<file path="src/rtl/uart_pkg.sv">
// -----------------------------------------------------------------------------
// uart_pkg
// Shared types and helpers for the parametrised UART transmitter.
//   tx_state_t  - serialiser FSM states
//   PAR_*       - encodings of the Par input
//   STOP_*      - encodings of the S_num input
//   frame_t     - per-frame settings latched when a character leaves the FIFO
//   data_bits() - D_num -> number of data bits (5..8)
//   make_frame()- builds the latched frame settings from a character + config
// -----------------------------------------------------------------------------
package uart_pkg;

   typedef enum logic [2:0] {
      ST_IDLE   = 3'd0,
      ST_START  = 3'd1,
      ST_DATA   = 3'd2,
      ST_PARITY = 3'd3,
      ST_STOP   = 3'd4,
      ST_BREAK  = 3'd5
   } tx_state_t;

   localparam logic [1:0] PAR_NONE = 2'b00;
   localparam logic [1:0] PAR_ODD  = 2'b01;
   localparam logic [1:0] PAR_EVEN = 2'b10;
   localparam logic [1:0] PAR_INV  = 2'b11;  // behaves like PAR_NONE

   localparam logic STOP_1 = 1'b0;
   localparam logic STOP_2 = 1'b1;

   typedef struct packed {
      logic [7:0] data;      // character, LSB transmitted first
      logic [2:0] last_idx;  // index of the final data bit (D-1)
      logic       par_en;    // a parity bit follows the data bits
      logic       par_bit;   // precomputed parity bit value
      logic       two_stop;  // two stop bits instead of one
   } frame_t;

   function automatic logic [3:0] data_bits(input logic [1:0] d_num);
      return 4'd5 + {2'b00, d_num};
   endfunction

   // Even parity is the XOR of the D transmitted bits; the bits above D-1
   // are masked off so they cannot influence the result.
   function automatic logic parity_bit(input logic [7:0] data,
                                       input logic [1:0] d_num,
                                       input logic [1:0] par);
      logic [7:0] mask;
      logic       x;
      mask = 8'hFF >> (2'd3 - d_num);
      x    = ^(data & mask);
      return (par == PAR_ODD) ? ~x : x;
   endfunction

   function automatic frame_t make_frame(input logic [7:0] data,
                                         input logic [1:0] d_num,
                                         input logic       s_num,
                                         input logic [1:0] par);
      frame_t f;
      f.data     = data;
      f.last_idx = 3'(data_bits(d_num) - 4'd1);
      f.par_en   = (par == PAR_ODD) || (par == PAR_EVEN);
      f.par_bit  = parity_bit(data, d_num, par);
      f.two_stop = (s_num == STOP_2);
      return f;
   endfunction

endpackage

</file>
<file path="src/rtl/uart_sync_fifo.sv">
// -----------------------------------------------------------------------------
// uart_sync_fifo
// Synchronous first-word-fall-through FIFO, DEPTH x WIDTH.
//   clk, rst  - rising-edge clock, synchronous active-high reset (flushes)
//   push      - write request; ignored while full (full is taken from the
//               registered level, so a same-cycle pop never frees the slot)
//   wdata     - data to store
//   pop       - read request; ignored while empty
//   rdata     - head entry, valid whenever empty is low
//   full      - level == DEPTH
//   empty     - level == 0
//   level     - current occupancy, 0..DEPTH
// -----------------------------------------------------------------------------
module uart_sync_fifo #(
   parameter int DEPTH = 16,
   parameter int WIDTH = 8
) (
   input  logic                     clk,
   input  logic                     rst,
   input  logic                     push,
   input  logic [WIDTH-1:0]         wdata,
   input  logic                     pop,
   output logic [WIDTH-1:0]         rdata,
   output logic                     full,
   output logic                     empty,
   output logic [$clog2(DEPTH):0]   level
);

   localparam int AW  = $clog2(DEPTH);
   localparam int LW  = AW + 1;

   logic [WIDTH-1:0] mem [DEPTH];
   logic [AW-1:0]    wr_ptr;
   logic [AW-1:0]    rd_ptr;
   logic             push_ok;
   logic             pop_ok;

   assign full    = (level == LW'(DEPTH));
   assign empty   = (level == '0);
   assign push_ok = push && !full;
   assign pop_ok  = pop && !empty;
   assign rdata   = mem[rd_ptr];

   // Storage needs no reset: an entry is only read after it was written.
   always_ff @(posedge clk) begin
      if (push_ok) begin
         mem[wr_ptr] <= wdata;
      end
   end

   // Pointers are AW bits wide and wrap modulo DEPTH (DEPTH is a power of two).
   always_ff @(posedge clk) begin
      if (rst) begin
         wr_ptr <= '0;
         rd_ptr <= '0;
         level  <= '0;
      end else begin
         if (push_ok) begin
            wr_ptr <= wr_ptr + AW'(1);
         end
         if (pop_ok) begin
            rd_ptr <= rd_ptr + AW'(1);
         end
         case ({push_ok, pop_ok})
            2'b10:   level <= level + LW'(1);
            2'b01:   level <= level - LW'(1);
            default: level <= level;
         endcase
      end
   end

endmodule

</file>
<file path="src/rtl/uart_tx_param.sv">
// -----------------------------------------------------------------------------
// uart_tx_param
// UART transmitter: write FIFO feeding a frame serialiser (5..8 data bits,
// none/odd/even parity, 1 or 2 stop bits) with a line-break generator.
//   CLK50MHZ  - clock, all logic on the rising edge
//   rst       - synchronous active-high reset; flushes FIFO, abandons frame
//   Baud_tick - one-cycle pulse at OSR x baud rate
//   D_num     - data bits: 00=5, 01=6, 10=7, 11=8
//   S_num     - stop bits: 0=1, 1=2
//   Par       - parity: 00=none, 01=odd, 10=even, 11=none
//   DATA      - character to enqueue
//   n_WR      - active-low write strobe, one entry per cycle while low
//   C_nD      - 1 marks a configuration write, which this block ignores
//   brk       - level-sensitive break request
//   TxD       - serial output, idles high
//   Tx_RDY    - FIFO not full
//   Tx_EMPTY  - FIFO empty and serialiser idle
//   Tx_level  - FIFO occupancy
//   Tx_ovf    - sticky: a write was dropped because the FIFO was full
//
// Handshakes: on the write side wr (= ~n_WR & ~C_nD) is the valid and Tx_RDY
// is the ready; a character transfers on a rising edge where both are high.
// A valid without ready is not held off: the character is dropped and Tx_ovf
// is set. On the FIFO read side the serialiser raises pop only in IDLE with
// the FIFO non-empty, and the head entry is consumed on that same edge.
// -----------------------------------------------------------------------------
module uart_tx_param
   import uart_pkg::*;
#(
   parameter int DEPTH = 16,
   parameter int OSR   = 16
) (
   input  logic                     CLK50MHZ,
   input  logic                     rst,
   input  logic                     Baud_tick,
   input  logic [1:0]               D_num,
   input  logic                     S_num,
   input  logic [1:0]               Par,
   input  logic [7:0]               DATA,
   input  logic                     n_WR,
   input  logic                     C_nD,
   input  logic                     brk,
   output logic                     TxD,
   output logic                     Tx_RDY,
   output logic                     Tx_EMPTY,
   output logic [$clog2(DEPTH):0]   Tx_level,
   output logic                     Tx_ovf
);

   localparam int TW = (OSR > 1) ? $clog2(OSR) : 1;

   logic       wr;
   logic       fifo_pop;
   logic [7:0] fifo_rdata;
   logic       fifo_full;
   logic       fifo_empty;

   tx_state_t  state, state_n;
   logic [TW-1:0] tcnt, tcnt_n;
   logic [2:0] bit_idx, bit_idx_n;
   logic       stop_cnt, stop_cnt_n;   // stop bits already completed
   logic       brk_min, brk_min_n;     // break has lasted one full bit time
   logic       bit_end;
   logic       load;                   // latch a new frame from the FIFO head
   logic       brk_go;                 // entering BREAK from IDLE
   logic       txd_c;
   frame_t     frame;

   assign wr = ~n_WR & ~C_nD;

   uart_sync_fifo #(
      .DEPTH (DEPTH),
      .WIDTH (8)
   ) u_fifo (
      .clk   (CLK50MHZ),
      .rst   (rst),
      .push  (wr),
      .wdata (DATA),
      .pop   (fifo_pop),
      .rdata (fifo_rdata),
      .full  (fifo_full),
      .empty (fifo_empty),
      .level (Tx_level)
   );

   assign bit_end = Baud_tick && (tcnt == TW'(OSR - 1));

   // Next-state and line decode.
   always_comb begin
      state_n    = state;
      tcnt_n     = tcnt;
      bit_idx_n  = bit_idx;
      stop_cnt_n = stop_cnt;
      brk_min_n  = brk_min;
      fifo_pop   = 1'b0;
      load       = 1'b0;
      brk_go     = 1'b0;
      txd_c      = 1'b1;

      if (state != ST_IDLE && Baud_tick) begin
         tcnt_n = bit_end ? '0 : tcnt + TW'(1);
      end

      case (state)
         ST_IDLE: begin
            tcnt_n = '0;
            if (brk) begin
               brk_go    = 1'b1;
               brk_min_n = 1'b0;
               state_n   = ST_BREAK;
            end else if (!fifo_empty) begin
               fifo_pop = 1'b1;
               load     = 1'b1;
               state_n  = ST_START;
            end
         end

         ST_START: begin
            txd_c = 1'b0;
            if (bit_end) begin
               bit_idx_n = '0;
               state_n   = ST_DATA;
            end
         end

         ST_DATA: begin
            txd_c = frame.data[bit_idx];
            if (bit_end) begin
               if (bit_idx == frame.last_idx) begin
                  stop_cnt_n = 1'b0;
                  state_n    = frame.par_en ? ST_PARITY : ST_STOP;
               end else begin
                  bit_idx_n = bit_idx + 3'd1;
               end
            end
         end

         ST_PARITY: begin
            txd_c = frame.par_bit;
            if (bit_end) begin
               stop_cnt_n = 1'b0;
               state_n    = ST_STOP;
            end
         end

         ST_STOP: begin
            txd_c = 1'b1;
            if (bit_end) begin
               if (frame.two_stop && !stop_cnt) begin
                  stop_cnt_n = 1'b1;
               end else begin
                  state_n = ST_IDLE;
               end
            end
         end

         ST_BREAK: begin
            txd_c = 1'b0;
            if (bit_end) begin
               brk_min_n = 1'b1;
            end
            // brk may fall mid-bit; the mark bit that follows always gets a
            // full bit time, so the tick counter restarts here.
            if (!brk && (brk_min || bit_end)) begin
               tcnt_n     = '0;
               stop_cnt_n = 1'b0;
               state_n    = ST_STOP;
            end
         end

         default: begin
            state_n = ST_IDLE;
         end
      endcase
   end

   always_ff @(posedge CLK50MHZ) begin
      if (rst) begin
         state    <= ST_IDLE;
         tcnt     <= '0;
         bit_idx  <= '0;
         stop_cnt <= 1'b0;
         brk_min  <= 1'b0;
         frame    <= '0;
         Tx_ovf   <= 1'b0;
      end else begin
         state    <= state_n;
         tcnt     <= tcnt_n;
         bit_idx  <= bit_idx_n;
         stop_cnt <= stop_cnt_n;
         brk_min  <= brk_min_n;
         // Configuration is captured only when a frame starts, so mid-frame
         // changes apply to the next character.
         if (load) begin
            frame <= make_frame(fifo_rdata, D_num, S_num, Par);
         end else if (brk_go) begin
            frame.two_stop <= 1'b0;  // break always ends with a single mark
         end
         if (wr && fifo_full) begin
            Tx_ovf <= 1'b1;
         end
      end
   end

   assign TxD      = txd_c;
   assign Tx_RDY   = ~fifo_full;
   assign Tx_EMPTY = fifo_empty && (state == ST_IDLE);

endmodule

</file>
<file path="config.mk">
export PLATFORM = sky130hd
export DESIGN_NAME = uart_tx_param
export DESIGN_NICKNAME = d
export VERILOG_FILES = /design/src/rtl/uart_pkg.sv /design/src/rtl/uart_sync_fifo.sv /design/src/rtl/uart_tx_param.sv
export SDC_FILE = /design/constraint.sdc
export NUM_CORES = 1
export LEC_CHECK = 0
export BUFFER_PORTS_ARGS = -buffer_cell sky130_fd_sc_hd__buf_4
export CORE_UTILIZATION = 35
export DETAILED_ROUTE_END_ITERATION = 10
export PLACE_DENSITY = 0.54
export SYNTH_ARGS = -nofsm -noshare
export SYNTH_HDL_FRONTEND = slang
export SYNTH_SLANG_ARGS = --single-unit
</file>
<file path="constraint.sdc">
create_clock -name CLK50MHZ -period 6.8 [get_ports CLK50MHZ]
set_clock_uncertainty 0.1 [all_clocks]
set_input_delay 0.34 -clock CLK50MHZ [delete_from_list [all_inputs] [get_ports CLK50MHZ]]
set_output_delay 0.34 -clock CLK50MHZ [all_outputs]
set_load 0.005 [all_outputs]
</file>
Word level (Yosys, flattened, before mapping)
Memory sizes are Yosys's and may differ from the RTL's. A register that Yosys moved wholly into a read port is not among the register bits. Index checks and enable logic that the tools add are counted.

Bits in writable memories: 128. Word-level logic and storage cells: 129. Bits in read-only memories: 0. Flip-flop bits (word level): 40. Output and inout bits: 9. Latch bits: 0. Bits of input ports: 19. Memories kept: 1.

Memory list: u_fifo.mem (depth 16, width 8, rd ports 1, clocked after Yosys merged registers in 1, wr ports 1, line uart_sync_fifo.sv:32) `logic [WIDTH-1:0] mem [DEPTH];`.

Bitwise gates (word level): 6. Equality and inequality tests: 24. Reductions and logical operators: 28. Shifts and indexed selects: 1. $lt $le $gt $ge: 1. Muxes and demuxes: 45. Div/mod/pow operators: 0. Add/subtract/negate cells: 9. $mul: 0.

Operators with widths (count): $mux 3 (13); $ne 2x2->1 const B (11); $mux 4 (5); $mux 1 (19); $pmux 3 s6 (1); $add 4x1->4 const B (3); $pmux 5 s2 (1); $and 8x8->8 (1); $logic_and 1x1->1 (8); $pmux 4 s2 (1); $reduce_and 8->1 (1); $reduce_bool 2->1 (4); $reduce_xor 8->1 (1); $shr 8x2->8 const A (1); $reduce_and 7->1 (1); $eq 3x2->1 const B (2); $eq 3x3->1 const B (2); $pmux 3 s2 (1); $add 5x1->5 const B (1); $eq 5x5->1 const B (1); $logic_not 5->1 (1); $sub 5x1->5 const B (1); $eq 2x1->1 const B (2); $eq 2x2->1 const B (2); 23 further kinds (30).

Logic depth before layout (Yosys ltp)
Word-level depth: 7. Mapped depth: 15. Mapped depth without buffers: 12.

Cells and area by module
A second synthesis with hierarchy kept.

Cell total of the unflattened synthesis: 491. Area total of the unflattened synthesis: 7469.7 µm².

By module, submodules not included: uart_sync_fifo (cells an instance 305, area an instance 5974.5 µm², seq. area each 4184.0 µm², times used 1); uart_tx_param (cells an instance 186, area an instance 1495.2 µm², seq. area each 540.5 µm², times used 1).

Least setup slack after synthesis
Ideal clock, no wire load.

Path type: reg-to-reg. Start point: reg state[2]. End point: reg u_fifo.level[4]. Path buffers: 3. Setup slack: 3647 ps. Data required time: 6570 ps. Clock period less this slack: 3153 ps. Setup time: 130 ps. Stages on the path, launching flop included: 16. Data arrival time: 2923 ps. Cells stage by stage: dfxtp_1 -> clkbuf_1 -> or3_1 -> clkbuf_1 -> nor2_1 -> nand2_1 -> inv_1 -> clkbuf_1 -> ha_1 -> xor2_1 -> ha_1 -> a21oi_1 -> o22ai_1 -> a222oi_1 -> or3_1 -> a21oi_1.

Longest elaborated chain between the ends: 5. Elaborated cells between the ends (all ways): 7. Classes of those cells: eq/ne: 2; mux: 2; reduce/logical: 3.

RTL lines: start, declared (line uart_tx_param.sv:58) `tx_state_t state, state_n;`; start signal, assigned (line uart_tx_param.sv:187) `state <= state_n;`; $logic_not 3->1 * (line uart_tx_param.sv:104) `case (state)`; $mux 1 * (line uart_tx_param.sv:104); $logic_and 1x1->1 * (line uart_sync_fifo.sv:41) `assign pop_ok = pop && !empty;`; $eq 2x1->1 / $eq 2x2->1 (equally long branches) (line uart_sync_fifo.sv:64) `case ({push_ok, pop_ok})`; $pmux 5 s2 / $reduce_bool 2->1 (equally long branches); end signal, assigned (line uart_sync_fifo.sv:65) `2'b10: level <= level + LW'(1);`; end signal, assigned (line uart_sync_fifo.sv:66) `2'b01: level <= level - LW'(1);`; end signal, assigned (line uart_sync_fifo.sv:67) `default: level <= level;`; end, declared (line uart_sync_fifo.sv:26) `output logic [$clog2(DEPTH):0] level`.

Mark *: on every way between the ends. The rest lies on a longest branch, timed or not. A chain may end at the register's enable or synchronous reset.

Final worst setup path
Start point: reg state[0]. End point: reg u_fifo.level[4].

The elaborated chain is that of the path after synthesis.

==> run summary <==
Per report_power, the combinational group accounts for 21.8% of the total. Cell-internal power: 1.97 mW. TritonCTS built the clock tree. Static timing analysis puts the maximum clock frequency at 263 MHz.

Synthesis-to-finish area growth: 14.1%. The leading cell type by number of instances after synthesis was sky130_fd_sc_hd__edfxtp_1. The final period demand of the worst path works out to 3810 ps. After synthesis the netlist holds a flip-flop and latch count of 172.

Detailed placement finished with a half-perimeter wire length of 8.96 mm. Setup repair after global routing left no endpoint under its margin. Yosys attributes the largest share of cell area to sky130_fd_sc_hd__edfxtp_1, sky130_fd_sc_hd__dfxtp_1, sky130_fd_sc_hd__mux4_2, sky130_fd_sc_hd__nand2_1, sky130_fd_sc_hd__nor2_1.

Total power for the finished layout comes to 2.78 mW. The peak fanout along the critical path is 22, and the power share of the sequential group is 44.4%. Largest area contributor in the synthesized netlist: sky130_fd_sc_hd__edfxtp_1. The number of rows in the core area came out at 51. After clock tree synthesis, the setup repair step added 0 buffers. Clock latency on the worst-skew pair, taken at its later pin, is 430 ps.

The kind of path behind the tightest hold check was primary input to flip-flop. Cells fill 41.3% of the core in the end. Setup violations remaining at the end of the flow were counted as 0. The switching share of total power is 29.4%, and the number of antenna repair diodes is 0. After clock tree synthesis, the clock-pin slew on the worst setup and hold paths is 70 ps. The final worst-path cycle share is 56.0%.

Initial antenna violation count: 0. Hold is met by 106 ps. By count the netlist is led by sky130_fd_sc_hd__edfxtp_1, sky130_fd_sc_hd__nand2_1, sky130_fd_sc_hd__nor2_1, sky130_fd_sc_hd__dfxtp_1, sky130_fd_sc_hd__mux4_2. The number of nets in the synthesized netlist is 526.

The initial cell density of the core was 36.2%; the die width was 145 um. In this run the count of I/O pins placed on the die edge is 28. Global routing used 14.4% of the available tracks across all layers.

The flop-to-flop setup slack is 2990 ps. The clock passes through at most 2 buffers. Number of hold-slack violations in the final timing report: 0.

The kind of critical path was flip-flop to flip-flop. The total placed cells including tap cells is 766. The aggregate routed wire length is 14.3 mm, and the reported max-cap violation count is 0. STA classifies the critical path endpoint as a flip-flop. The detail route stage leaves a number of antenna-violating nets equal to 0. The number of hold buffers added after cts was 0.

Clock tree root driver cell: sky130_fd_sc_hd__clkbuf_16. The number of standard cells in the final layout excluding fillers is 798, and the number of levels the H-tree was split into is 4. The layout has 1,815 filler cells. At the pin with the least slew margin, the transition time is 975 ps. Sequential cells were found to cover 66.0% of the synthesized design area. Data on the critical path is required at its endpoint by 7000 ps. Die height: 145 um. The synthesized netlist occupies a cell area of 7160 um^2. The area share of the largest cell type after synthesis is 53.7%.

The wire length per cell after detailed routing was 17.9 um; the leakage power of the design was 2.72 nW. The run gives 0.819 mW as the net switching power of the design. The number of cells upsized or downsized after cts came out at 0.

The run finished with clean final reports. Across the VDD grid, the largest voltage drop is 0.000228 V. The tree built by TritonCTS fans out to 172 sinks. The power per cell area is 341 nW/um^2, and the via count of the first global-routing pass is 4,120. The number of enable-type register cells in the synthesized netlist was 128. The final layout contains 550 nets. The via density per instance was 5.05; the count of different cell masters after synthesis was 48.

The setup TNS was 0 ps. For the number of CTS-inserted buffers, the log shows 17. The first global-routing pass estimated 22.6 mm of wire. The headroom to the max-slew limit was 34.8%; the number of design-rule violations left by the first detailed-router iteration was 307. After synthesis, the share of flip-flops with an asynchronous set or reset is 0%. The count of pins over their slew limit is 0, and the mean instance size in the synthesized netlist is 14.4 um^2. The run gives 0 as the total congestion overflow after global routing. The cell count after synthesis came out at 496. Proportion of power drawn by the clock network: 33.7%. The tools report the via count as 4,028. In the synthesized netlist the dominant register cell turns out to be sky130_fd_sc_hd__edfxtp_1. The number of detailed-routing iterations run before antenna repair was 5; the endpoint arrival time on the critical path was 4010 ps. In the routed design, unresolved DRC markers number 0. The type of element launching the critical path was a flip-flop. The floorplan step defined a die boundary enclosing 21,000 um^2. For this run, the number of Yosys warnings is 0. The maximum number of pins on one net before global-route repair is 37, and the number of input and output port buffers inserted is 27.

Last weighted congestion value of the routability-driven placer: 0.833. The share of cells above drive strength 1 came out at 18.8%. The standard cell core area is 19,800 um^2.
power groups by stage:
| stage | logic (mW) | clock network (mW) | registers (mW) |
|---|---|---|---|
| floorplan | 0.502 | 0 | 1.23 |
| global placement | 0.611 | 0 | 1.26 |
| detailed placement | 0.615 | 0 | 1.26 |
| CTS | 0.618 | 0.956 | 1.24 |
| global route | 0.676 | 0.998 | 1.25 |
| finish | 0.608 | 0.939 | 1.24 |
layout make-up:
cell class                      count  area (um^2)  share of cell area (%)
Clock buffer                       18          429                    5.25
Multi-Input combinational cell    287         2270                    27.8
Inverter                           12         45.0                   0.551
Tap cell                          265          332                    4.06
Sequential cell                   172         4730                    57.9
Clock inverter                     14          141                    1.73
Timing Repair Buffer               30          225                    2.76
cell usage in the layout, fill, tap and decap left out, types with 2 or more instances in the layout:
| cell | n |
|---|---|
| sky130_fd_sc_hd__edfxtp_1 | 128 |
| sky130_fd_sc_hd__nand2_1 | 49 |
| sky130_fd_sc_hd__nor2_1 | 48 |
| sky130_fd_sc_hd__dfxtp_1 | 42 |
| sky130_fd_sc_hd__mux4_2 | 33 |
| sky130_fd_sc_hd__buf_4 | 30 |
| sky130_fd_sc_hd__a21oi_1 | 29 |
| sky130_fd_sc_hd__clkbuf_16 | 17 |
| sky130_fd_sc_hd__nand3_1 | 16 |
| sky130_fd_sc_hd__o21ai_0 | 14 |
| sky130_fd_sc_hd__xor2_1 | 13 |
| sky130_fd_sc_hd__inv_1 | 12 |
| sky130_fd_sc_hd__ha_1 | 11 |
| sky130_fd_sc_hd__a22oi_1 | 8 |
| sky130_fd_sc_hd__inv_8 | 7 |
| sky130_fd_sc_hd__nor3_1 | 6 |
| sky130_fd_sc_hd__xnor2_1 | 6 |
| sky130_fd_sc_hd__nand2b_1 | 5 |
| sky130_fd_sc_hd__mux2i_1 | 5 |
| sky130_fd_sc_hd__nor2b_1 | 5 |
| sky130_fd_sc_hd__or3_1 | 4 |
| sky130_fd_sc_hd__nand4_1 | 4 |
| sky130_fd_sc_hd__a31oi_1 | 4 |
| sky130_fd_sc_hd__inv_6 | 4 |
| sky130_fd_sc_hd__nor3_2 | 2 |
| sky130_fd_sc_hd__mux4_1 | 2 |
| sky130_fd_sc_hd__a311oi_1 | 2 |
| sky130_fd_sc_hd__and3_1 | 2 |
| sky130_fd_sc_hd__dfxtp_2 | 2 |
kinds of logic (layout without fill, tap and decap cells):
| family | after synthesis | in the layout | synth area share (%) |
|---|---|---|---|
| simple gates | 148 | 148 | 9.28 |
| flops | 172 | 172 | 66.0 |
| fa+ha+maj | 11 | 11 | 1.92 |
| buf+inv | 37 | 74 | 2.41 |
| mux | 40 | 40 | 11.8 |
| xor+xnor | 21 | 21 | 2.87 |
| compound gates | 67 | 67 | 5.68 |
per-stage QoR:
step           instance area (um^2)  setup WS (ps)
2_1_floorplan                  7160           3650
3_3_place_gp                   7600           3080
3_5_place_dp                   7600           3010
4_1_cts                        8170           3000
5_1_grt                        8170           2490
6_report                       8170           2990
critical path: stages (launching register included):
cell and delay [ps]:
sky130_fd_sc_hd__dfxtp_1 440, sky130_fd_sc_hd__or3_1 540, sky130_fd_sc_hd__nor2_1 130, sky130_fd_sc_hd__nand2_1 240, sky130_fd_sc_hd__inv_1 570, sky130_fd_sc_hd__ha_1 380, sky130_fd_sc_hd__xor2_1 100, sky130_fd_sc_hd__ha_1 190
sky130_fd_sc_hd__a21oi_1 250, sky130_fd_sc_hd__o22ai_1 140, sky130_fd_sc_hd__a222oi_1 390, sky130_fd_sc_hd__or3_1 160, sky130_fd_sc_hd__a21oi_1 60
layer usage:
metal / share of wire (%) / track usage, % / vias to the layer above
met1: 44 / 18.0 / 2003
met4: 1.2 / 4.31 / 0
met5: 0 / 0 / -
met3: 4.2 / 3.33 / 14
met2: 50 / 24.6 / 90
li1: - / - / 1921
worst paths after layout:
path	to	cells after the start	from
setup / recovery	u_fifo.level[4]	12	state[0]
hold / removal	frame[0]	3	S_num
setup reg to reg	u_fifo.level[4]	12	state[0]
hold reg to reg	frame[7]	2	frame[7]
sequential cells by signal, indices dropped and copies added, names as in the netlist, 3 cells and up, named ones only:
name	flops
u_fifo.level	5
u_fifo.wr_ptr	4
state	3
u_fifo.rd_ptr	4
u_fifo.mem	128
bit_idx	3
frame	14
tcnt	4
No activity file was read; power rests on OpenSTA's default activity.
